### config.mk
export PLATFORM = sky130hd
export DESIGN_NAME = synapse_mem_loader
export DESIGN_NICKNAME = d
export VERILOG_FILES = /design/src/rtl/synapse_pkg.sv /design/src/rtl/synapse_ld_cksum.sv /design/src/rtl/synapse_mem_loader.sv
export SDC_FILE = /design/constraint.sdc
export NUM_CORES = 1
export LEC_CHECK = 0
export CAP_MARGIN = 5
export CORE_MARGIN = 1.5
export CORE_UTILIZATION = 52
export DETAILED_ROUTE_END_ITERATION = 8
export PLACE_DENSITY = 0.81
export SLEW_MARGIN = 15
export SYNTH_ARGS = -nofsm -noshare
export SYNTH_HDL_FRONTEND = slang
export SYNTH_SLANG_ARGS = --single-unit
### constraint.sdc
create_clock -name clk -period 3.9 [get_ports clk]
set_input_delay 0.78 -clock clk [delete_from_list [all_inputs] [get_ports clk]]
set_output_delay 0.78 -clock clk [all_outputs]
set_load 0.01 [all_outputs]
### src/rtl/synapse_pkg.sv
// Shared types and defaults for the synapse memory loader.
// The FSM state encoding and parameter defaults live here.
package synapse_pkg;

  localparam int SYN_DATA_WIDTH  = 8;
  localparam int SYN_ADDR_WIDTH  = 14;
  localparam int SYN_DEPTH       = 10000;
  localparam int SYN_CKSUM_WIDTH = 16;

  typedef enum logic [1:0] {
    ST_IDLE = 2'd0,
    ST_LOAD = 2'd1,
    ST_DONE = 2'd2
  } ld_state_t;

endpackage

### src/rtl/synapse_ld_cksum.sv
// Running modulo-2^16 sum of sign-extended weights for one load.
// Only built when SYN_LOADER_CHECKSUM_EN is defined.
module synapse_ld_cksum
  import synapse_pkg::*;
#(
  parameter int DATA_WIDTH = SYN_DATA_WIDTH
) (
  input  logic                       clk,
  input  logic                       rst,
  input  logic                       clr,
  input  logic                       add,
  input  logic [DATA_WIDTH-1:0]      din,
  output logic [SYN_CKSUM_WIDTH-1:0] sum
);

  logic signed [DATA_WIDTH-1:0] sdin;

  assign sdin = din;

  always_ff @(posedge clk) begin
    if (rst) begin
      sum <= '0;
    end else if (clr) begin
      sum <= '0;
    end else if (add) begin
      sum <= sum + SYN_CKSUM_WIDTH'(sdin);
    end
  end

endmodule

### src/rtl/synapse_mem_loader.sv
// Streams weights into the synapse memory write port.
// Optional o_checksum output under SYN_LOADER_CHECKSUM_EN.
module synapse_mem_loader
  import synapse_pkg::*;
#(
  parameter int DATA_WIDTH = SYN_DATA_WIDTH,
  parameter int ADDR_WIDTH = SYN_ADDR_WIDTH,
  parameter int DEPTH      = SYN_DEPTH
) (
  input  logic                  clk,
  input  logic                  rst,
  input  logic                  i_start,
  input  logic [ADDR_WIDTH-1:0] i_base_addr,
  input  logic [ADDR_WIDTH:0]   i_count,
  input  logic                  i_abort,
  input  logic                  i_wr_valid,
  input  logic [DATA_WIDTH-1:0] i_wr_data,
  output logic                  o_wr_ready,
  output logic                  o_mem_we,
  output logic [ADDR_WIDTH-1:0] o_mem_addr,
  output logic [DATA_WIDTH-1:0] o_mem_din,
  output logic                  o_busy,
  output logic                  o_done,
`ifdef SYN_LOADER_CHECKSUM_EN
  output logic [SYN_CKSUM_WIDTH-1:0] o_checksum,
`endif
  output logic                  o_err
);

  localparam int CW = ADDR_WIDTH + 1;
  localparam int EW = ADDR_WIDTH + 2;
  localparam logic [EW-1:0] DEPTH_W = EW'(DEPTH);

  ld_state_t             state_q;
  ld_state_t             state_d;
  logic [ADDR_WIDTH-1:0] addr_q;
  logic [CW-1:0]         rem_q;
  logic [EW-1:0]         end_addr;
  logic                  start_acc;
  logic                  start_bad;
  logic                  beat;
  logic                  last_beat;

  assign end_addr = {2'b00, i_base_addr} + {1'b0, i_count};

  always_ff @(posedge clk) begin
    if (rst) begin
      state_q <= ST_IDLE;
    end else begin
      state_q <= state_d;
    end
  end

  always_comb begin
    state_d    = state_q;
    start_acc  = 1'b0;
    start_bad  = 1'b0;
    beat       = 1'b0;
    last_beat  = 1'b0;
    o_wr_ready = 1'b0;
    o_busy     = 1'b0;
    o_done     = 1'b0;
    unique case (state_q)
      ST_IDLE: begin
        start_acc = i_start & ~rst;
        if (start_acc) begin
          if (i_count == '0) begin
            state_d = ST_DONE;
          end else if (end_addr > DEPTH_W) begin
            start_bad = 1'b1;
          end else begin
            state_d = ST_LOAD;
          end
        end
      end
      ST_LOAD: begin
        o_busy     = 1'b1;
        o_wr_ready = ~i_abort & ~rst;
        beat       = i_wr_valid & o_wr_ready;
        last_beat  = beat & (rem_q == CW'(1));
        if (i_abort) begin
          state_d = ST_IDLE;
        end else if (last_beat) begin
          state_d = ST_DONE;
        end
      end
      ST_DONE: begin
        o_busy  = 1'b1;
        o_done  = 1'b1;
        state_d = ST_IDLE;
      end
      default: begin
        state_d = ST_IDLE;
      end
    endcase
  end

  // Address stops on the final beat so it never walks past DEPTH-1.
  always_ff @(posedge clk) begin
    if (rst) begin
      addr_q     <= '0;
      rem_q      <= '0;
      o_mem_we   <= 1'b0;
      o_mem_addr <= '0;
      o_mem_din  <= '0;
      o_err      <= 1'b0;
    end else begin
      o_mem_we <= beat;
      if (start_bad) begin
        o_err <= 1'b1;
      end else if (start_acc) begin
        o_err <= 1'b0;
      end
      if (start_acc) begin
        addr_q <= i_base_addr;
        rem_q  <= i_count;
      end else if (beat) begin
        o_mem_addr <= addr_q;
        o_mem_din  <= i_wr_data;
        rem_q      <= rem_q - CW'(1);
        if (!last_beat) begin
          addr_q <= addr_q + ADDR_WIDTH'(1);
        end
      end
    end
  end

`ifdef SYN_LOADER_CHECKSUM_EN
  synapse_ld_cksum #(
    .DATA_WIDTH(DATA_WIDTH)
  ) u_cksum (
    .clk(clk),
    .rst(rst),
    .clr(start_acc),
    .add(beat),
    .din(i_wr_data),
    .sum(o_checksum)
  );
`endif

endmodule
[After elaboration in Yosys (flattened, before gate mapping)]
Cells that the tools add are included.
Word-level totals
  flip-flop bits (word level): 55
  input bits: 42
  logic and storage cells: 56
  output and inout port bits: 27
Cells by class
  equality and inequality tests: 7
  reductions and logical operators: 8
  order comparisons: 1
  mux-type cells: 23
  $add $sub $neg: 3
  bitwise gates (word level): 7
Operator list (number)
  $mux W14: 3
  $mux W15: 2
  $add A14 B15 Y16: 1
  $gt A16 B14 Y1 const B: 1
  $eq A15 B1 Y1 const B: 1
  $logic_not A15 Y1: 1
  $sub A15 B1 Y15 const B: 1
  $add A14 B1 Y14 const B: 1
  $mux W1: 12
  $mux W2: 5
  $ne A3 B3 Y1 const B: 2
  $and A1 B1 Y1: 4
  $ne A2 B2 Y1 const B: 2
  $pmux W2 S2: 1
  $reduce_and A2 Y1: 2
  $reduce_bool A2 Y1: 2
  $not A1 Y1: 3
  $reduce_and A3 Y1: 1
  $eq A2 B1 Y1 const B: 1
  $eq A2 B2 Y1 const B: 1
  $logic_not A2 Y1: 1
  $reduce_or A2 Y1: 1

[Depth between registers and ports, before layout]
Gate-level depths: netlist (run 1).
  depth in word-level cells: 8
  mapped depth: 11
  mapped depth without buffers: 10

[Least setup slack after synthesis (run 1)]
OpenSTA, ideal clock, no wires.
  path kind: in2reg
  from: in i_base_addr[0]
  to: reg state_q[1]
  slack: 703 ps
  arrival: 3061 ps
  setup time: 136 ps
  data required time: 3764 ps
  path buffers: 0
  stages on the path: 10
  path through: ha_1 -> fa_1 -> a21o_1 -> a221oi_1 -> o21ai_1 -> and4_1 -> a311oi_1 -> o211ai_1 -> a2111oi_0 -> a211oi_1
Between the ends
  word-level cells in the longest chain between the ends: 4
RTL lines
  start: declaration: RTL line synapse_mem_loader.sv:13  | input logic [ADDR_WIDTH-1:0] i_base_addr,
  $add A14 B15 Y16: RTL line synapse_mem_loader.sv:44  | assign end_addr = {2'b00, i_base_addr} + {1'b0, i_count};
  $gt A16 B14 Y1: RTL line synapse_mem_loader.sv:69  | end else if (end_addr > DEPTH_W) begin
  $ne A3 B3 Y1 (no line)
  $reduce_and A3 Y1 (no line)
  end signal: assignment: RTL line synapse_mem_loader.sv:50  | state_q <= state_d;
  end: declaration: RTL line synapse_mem_loader.sv:34  | ld_state_t state_q;
No other way between the ends.
A chain may end at the register's enable or synchronous reset.

[Worst setup path in the final report (run 1)]
  from: in i_count[0]
  to: reg state_q[1]
Between the ends
  word-level cells in the longest chain between the ends: 4
  elaborated cells between the ends (all ways): 8
  those cells by class: 1 x add/sub; 1 x order compare; 1 x eq/ne; 3 x mux; 2 x reduce/logical
RTL lines
  start: declaration: RTL line synapse_mem_loader.sv:14  | input logic [ADDR_WIDTH:0] i_count,
  $add A14 B15 Y16 or $logic_not A15 Y1 (tied branches): RTL line synapse_mem_loader.sv:44, synapse_mem_loader.sv:67
  $gt A16 B14 Y1 or $mux W2 (tied branches): RTL line synapse_mem_loader.sv:69, synapse_mem_loader.sv:67
  $ne A3 B3 Y1 (no line) or $mux W2 (tied branches)
  $reduce_and A3 Y1 (no line) or $pmux W2 S2 (tied branches)
Parallel ways exist; a longest one is shown, timed or not. The select of a mux whose other input is x is not followed.

==> results.md, run 1 <==
* Slew @ Worst Pin at 0.7320 ns
* Top cell type by total area after synthesis: dfxtp_1
* Core region area at about 0.0060 mm^2
* Final period utilization at 0.9140
* Met2 Track Usage GR at 0.4163
* MaxCap Viol Count at 0
* Hold Slack at 0.4567 ns
* Post-CTS Setup Bufs at 0
* Seq/Total Area, Yosys at 0.3347
* DRC at 0
* Power per cell area at 334.1 mW/mm^2
* Clk root buf: clkbuf_8
* Die ar. at 0.006812 mm^2
* Fmax at 0.2805 GHz
* Max-slew violation count at 0
* Worst R2R Path Depth at 9
* # fillers at about 520
* Worst vdd ir at 0.0001980 V
* Worst path depth at 10
* # clock sinks at 55
* N_diodes at 0
* Clock transition at path regs at ~0.1 ns
* M3 GR Usage at 0.03187
* DR vias/cell at 5.808
* EDFF count, synth at 0
* Mapped cell area at 0.003289 mm^2
* Status: finished clean
* CP arrival at 3.75 ns
* Fin crit period at 3.565 ns
* Max clock buf depth at 2
* Most common cell in the netlist: nand2_1
* Crit path launch type: input pin
* Ys flop type: dfxtp_1
* Leakage power at 0.001518 uW
* CP max stage cell: or4b_2
* H-tree levels at 2
* Largest net degree at the start of global routing at 57
* Most Crowded Layer GR: met2
* Synth top area cells: dfxtp_1 33%, ha_1 7.6%, nand2_1 7.0%, a211oi_1 5.9%, a21oi_1 4.9%
* CP peak stage delay at ~0.6 ns
* First-pass GRT wire length at 12690 um
* GP Congestion at 0.9434
* CP Buf/Inv Count at 1
* Crit path cell chain: clkdlybuf4s50_1 -> ha_1 -> fa_1 -> a21o_1 -> a22o_1 -> or4b_2 -> a31oi_1 -> o211ai_1 -> a2111oi_0 -> a211oi_1
* Initial antenna violation count at 0
* Synthesized net count at 470
* Post_cts resized at 0
* Antenna-violating nets left at 0
* Starting density of the core at 0.5459
* Die width at between 80 and 90 um
* Hold WC Path Type: flip-flop to flip-flop
* Synth warn at 0
* Detailed Route WL at approximately 8000 um
* Num CTS Buffers at 5
* Number of I/O pins at slightly below 70
* FFs w/ async S/R, synth at 0
* Vias at 3148
* Peak fanout along the critical path at 3
* CP Data Required Time at 4.09 ns
* Avg WL per Cell at 14.77 um
* Final hold vios at 0
* M1 GR Usage at 0.3251
* Port bufs at 68
* Top delay family on crit path: compound AO/OA/AOI/OAI gates
* Worst-Skew Late Latency at slightly above 0.3 ns
* Post-synth top cells: 61 x nand2_1, 55 x dfxtp_1, 40 x nor2_1
* Library cells used by synthesis at 57
* Relative slew margins at 0.5108
* Setup TNS at 0 ns
* Row count at 28
* Hold-fix buffers, CTS at 0
* Net total in the final layout at 529
* Die Y at 82.54 um
* Initial DRC count at 155
* P&R area growth vs syn at 25.75%
* Synthesized instance count at ~410
* Total grt overflow at 0
* Worst setup EP type: flip-flop
* CTS tree: done
* Share of layout cells above drive strength 1 at 0.05567
* Total GRT Usage at 0.2428
* Post-DP HPWL at 6015 um
* Final Skew at between 0.009 and 0.01 ns
* Worst Hold Depth at 2
* #FFs+latches synth at 55
* Vias in the first global route at 2694
* Finish-stage setup viols at 0
* Top-area cell type share of the netlist area at 0.3347
* Critical path type: input pin to flip-flop
* Unrepaired setup endpoints after global routing: no
* Average size of a mapped cell at between 8 and 9 um^2
* TritonRoute pass-1 iters at 4
-- layout make-up --
cell class,count,area [um^2],area share
tap,75,93.84,0.02269
clock inverter,3,46.29,0.01119
clock buffer,5,68.82,0.01664
sequential,55,1101,0.2662
timing repair buffer,74,720.7,0.1742
multi-input combinational,320,2068,0.5000
inverter,10,37.54,0.009074
-- metrics by stage --
stage	util	total power (uW)	cells	instance area (um^2)	setup slack [ns]
finish	0.6865	1382	542	4136	0.3352
global route	0.6865	1457	542	4136	0.1371
global placement	0.6674	990.9	534	4021	0.09992
floorplan	-	875.1	407	3289	0.7033
CTS	0.6865	1384	542	4136	0.3491
detailed placement	0.6674	1000	534	4021	0.02180
-- where the power goes --
| part | internal [uW] | leakage (uW) | switching (uW) |
|---|---|---|---|
| Sequential | 603 | 0.000449 | 38.2 |
| Combinational | 169 | 0.00101 | 184 |
| Clock | 194 | 0.0000548 | 194 |
| Total | 966 | 0.00152 | 416 |
-- cells in the final DEF, fill, tap and decap left out, types with 3 or more instances in the layout --
cell type        instances
a21oi_1                 32
xnor2_1                 12
or4_1                    4
nand2b_1                 3
ha_1                    20
nand3_1                  7
clkbuf_8                 5
nor2_1                  40
dfxtp_1                 55
a211oi_1                26
nor4_1                   5
and4_1                   6
a311oi_1                 5
inv_1                   10
a21o_1                   5
mux2i_1                  3
nand2_1                 60
and3_1                   6
or3_1                    7
clkdlybuf4s50_1         67
nor3_1                   8
o21ai_0                  9
buf_4                    6
xor2_1                  16
nand4_1                  5
-- metal layers --
layer	vias to the layer above	wire, um
met3	8	553
met1	1448	3573
met4	0	95
met5	-	0
met2	105	3786
li1	1587	-
-- worst register-to-register path: cells and delay by family, from the launching register on --
family | cells | cell delay, ns
buffers and inverters | 1 | 0.18
flip-flops | 1 | 0.37
AO/OA/AOI/OAI | 1 | 0.29
XOR/XNOR | 1 | 0.08
AND/OR/NAND/NOR | 6 | 1.80
-- sequential cells by signal (all words and copies together) (netlist names) --
signal,flops
addr_q,14
o_err,1
o_mem_addr,14
o_mem_din,8
o_mem_we,1
rem_q,15
state_q,2
-- worst paths after layout --
path / from / to / slack, ns
worst max register to register: rem_q[6] / addr_q[11] / 1.09
worst min register to register: o_mem_addr[0] / o_mem_addr[0] / 0.46
worst min-delay path: o_mem_addr[0] / o_mem_addr[0] / 0.46
worst max-delay path: i_count[0] / state_q[1] / 0.34
-- kinds of logic after synthesis --
| logic type | count (synthesis) | share of synthesized area |
|---|---|---|
| AO/OA/AOI/OAI | 102 | 0.2115 |
| XOR/XNOR | 28 | 0.07455 |
| adder cells (fa/ha/maj) | 21 | 0.08216 |
| buffers and inverters | 32 | 0.03728 |
| flip-flops | 55 | 0.3347 |
| multiplexers | 3 | 0.009129 |
| AND/OR/NAND/NOR | 166 | 0.2507 |
No activity file was read; power rests on OpenSTA's default activity.
==> inputs of run 2 (changes only) <==
- ABC_AREA: unset -> 1
- CORE_UTILIZATION: 52 -> 53
==> run 2 against run 1 <==
Cell count is 33% higher. Non-clock buffer count did not move. Critical endpoint is now state_q[0]. Clock power shrank 14%. Area after synthesis up 12%. Utilization decreased by 1.4 points. Critical path depth increased by 8. Global-route usage rose by 4.2 points. Combinational power grew 120%. Via count increased by 26%. Die area increased by 9.5%. Sequential share of layout area fell by 2.4 points. Register-to-register slack improved by 0.55 ns. Largest power group is now combinational logic. Critical path type unchanged.
==> results.md, run 2 <==
* Detailed Route WL at 10240 um
* Status: finished clean
* Mapped cell area at 0.003684 mm^2
* Ys flop type: dfxtp_1
* NetSw at 737.8 uW
* DR vias/cell at 5.487
* Average size of a mapped cell at 6.417 um^2
* Slew @ Worst Pin at between 0.8 and 0.9 ns
* First-pass GRT wire length at 16790 um
* Max reg flops at 15
* Power per cell area at ~400 mW/mm^2
* Commonest non-fill, non-tap cell in the layout: nand2_1
* Leakage power at 0.002052 uW
* Critical path type: input pin to flip-flop
* Flop-to-flop setup slack at 1.64 ns
* Hold WC Path Type: flip-flop to flip-flop
* Post_cts resized at 0
* Setup WS post-layout at 0.8227 ns
* EDFF count, synth at 0
* TritonRoute pass-1 iters at 5
* FFs w/ async S/R, synth at 0
* MaxCap Viol Count at 0
* Max clock buf depth at 2
* Total grt overflow at 0
* H-tree levels at 2
* P&R area growth vs syn at 23.30%
* Biggest regs: rem_q x15, addr_q x14, o_mem_addr x14
* Largest net degree at the start of global routing at 36
* Hold-fix buffers, CTS at 0
* Crit path launch type: input pin
* Crit path cell chain: clkdlybuf4s50_1 -> ha_1 -> fa_1 -> nand2_2 -> nand2_1 -> nand3_1 -> nand2_1 -> xnor2_1 -> nand3_1 -> nor2_1 -> nand3_1 -> nand2_1 -> inv_2 -> nand3_4 -> nand3_2 -> nand2_1 -> inv_1 -> nor2_1
* Final Skew at between 0.005 and 0.006 ns
* CP arrival at 3.32 ns
* Num CTS Buffers at 5
* Most common cell in the netlist: nand2_1
* Worst setup slack after placement at 0.6164 ns
* Core region area at a little under 0.007 mm^2
* Net total in the final layout at ~700
* Most frequent cells in the layout: 151 x nand2_1, 76 x inv_1, 68 x clkdlybuf4s50_1
* Combinational Power Share at 0.436
* Die Y at 86.37 um
* Synth warn at 0
* Number of I/O pins at 69
* CP peak stage delay at 0.45 ns
* GP Congestion at 0.9530
* Antenna-violating nets left at 0
* Avg WL per Cell at 14.20 um
* Flop pwr share at 0.382
* Initial antenna violation count at 0
* Final period utilization at 0.7891
* Die width at roughly 86 um
* N_diodes at 0
* #FFs+latches synth at 55
* Post-DP HPWL at 7949 um
* CP Data Required Time at 4.14 ns
* Worst setup EP type: flip-flop
* Worst vdd ir at 0.0001746 V
* Synth top area cells: dfxtp_1 30%, nand2_1 15%, inv_1 7.7%, nor2_1 6.8%, ha_1 6.8%
* Library cells used by synthesis at 33
* Top-area cell type share of the netlist area at 0.2989
* Post-synth top cells: 151 x nand2_1, 76 x inv_1, 67 x nor2_1
* Port bufs at 68
* Synthesized net count at 637
* Fmax at 0.3250 GHz
* Top delay family on crit path: simple AND/OR/NAND/NOR gates
* Peak fanout along the critical path at 4
* Biggest register: rem_q
* # clock sinks at 55
* Worst R2R Path Depth at 11
* Hold Slack at 0.4887 ns
* CTS tree: done
* Internal at 1084 uW
* Post-CTS Setup Bufs at 0
* Relative slew margins at 0.4626
* Share of layout cells above drive strength 1 at 0.04836
* Vias at about 4000
* Sw frac at 0.4049
* Unrepaired setup endpoints after global routing: no
* Vias in the first global route at 3635
* Total GRT Usage at 0.2845
* Die ar. at ~0.0075 mm^2
* Fin crit period at 3.077 ns
* Worst-Skew Late Latency at 0.32 ns
* Clk network pwr share at 0.182
* Row count at 30
* Synthesized instance count at about 570
* Critical Path Most Common Cell: nand2_1
* Final hold vios at 0
* Worst Hold Depth at 2
* Clk root buf: clkbuf_8
* CP max stage cell: clkdlybuf4s50_1
* Worst path depth at 18
* Finish-stage setup viols at 0
* Starting density of the core at 0.5452
* DRC at 0
* Clock transition at path regs at ~0.1 ns
* Top cell type by total area after synthesis: dfxtp_1
* Initial DRC count at a little under 400
* Setup TNS at 0 ns
* Max-slew violation count at 0
* Final core occ at 0.6722
* Seq/Total Area, Yosys at 0.2989
* CP Buf/Inv Count at 3
[run 2: changes by cell type after synthesis, sizes merged, moves of 6 or more]
| cell | previous run | this run |
|---|---|---|
| inv | 10 | 78 |
| xnor2 | 12 | 5 |
| o21ai | 10 | 36 |
| a31oi | 2 | 16 |
| a211oi | 26 | 0 |
| and3 | 6 | 0 |
| nor2 | 40 | 73 |
| nand3 | 7 | 32 |
| or3 | 7 | 0 |
| and4 | 6 | 0 |
| nand2 | 62 | 155 |
[run 2: worst paths after layout]
kind / startpoint / endpoint
worst max-delay path: i_count[0] / state_q[0]
worst min register to register: o_mem_addr[1] / o_mem_addr[1]
worst min-delay path: o_mem_addr[1] / o_mem_addr[1]
worst max register to register: state_q[0] / o_mem_addr[5]
[run 2: routing by layer]
layer,GRT usage,wire (um),vias up
met5,0,0,-
met4,0.1217,313,0
met3,0.03714,803,29
met2,0.4659,4760,178
met1,0.3770,4357,1763
li1,-,-,1986
[run 2: logic make-up after synthesis]
kind of cell,Yosys count,synth area share
buffers and inverters,94,0.09680
AND/OR/NAND/NOR,289,0.3397
adder cells (fa/ha/maj),21,0.07337
flip-flops,55,0.2989
XOR/XNOR,21,0.04993
AO/OA/AOI/OAI,94,0.1413
[run 2: metrics by stage]
step,total power (uW),cells,instance area (um^2)
2_1_floorplan,1228,574,3684
3_3_place_gp,1448,713,4449
3_5_place_dp,1468,713,4449
4_1_cts,1815,721,4542
5_1_grt,1944,721,4542
6_report,1822,721,4542
[run 2: final cells by class]
class	instances	area (um^2)
tap	80	100.1
timing repair buffer	74	725.7
clock buffer	5	68.82
inverter	79	296.5
sequential	55	1101
multi-input combinational	425	2226
clock inverter	3	23.77
fill	626	2215
[run 2: worst min-delay path: stages (launching register included)]
cell	delay (ns)
dfxtp_1	0.34
nor2_1	0.05
nor2_1	0.08
[run 2: power by group through the flow]
stage / logic, uW / clock network (uW) / registers [uW]
after floorplan: 529 / 0 / 699
after global placement: 743 / 0 / 705
after detailed placement: 761 / 0 / 708
after CTS: 780 / 340 / 695
after global routing: 881 / 359 / 704
final: 794 / 332 / 697
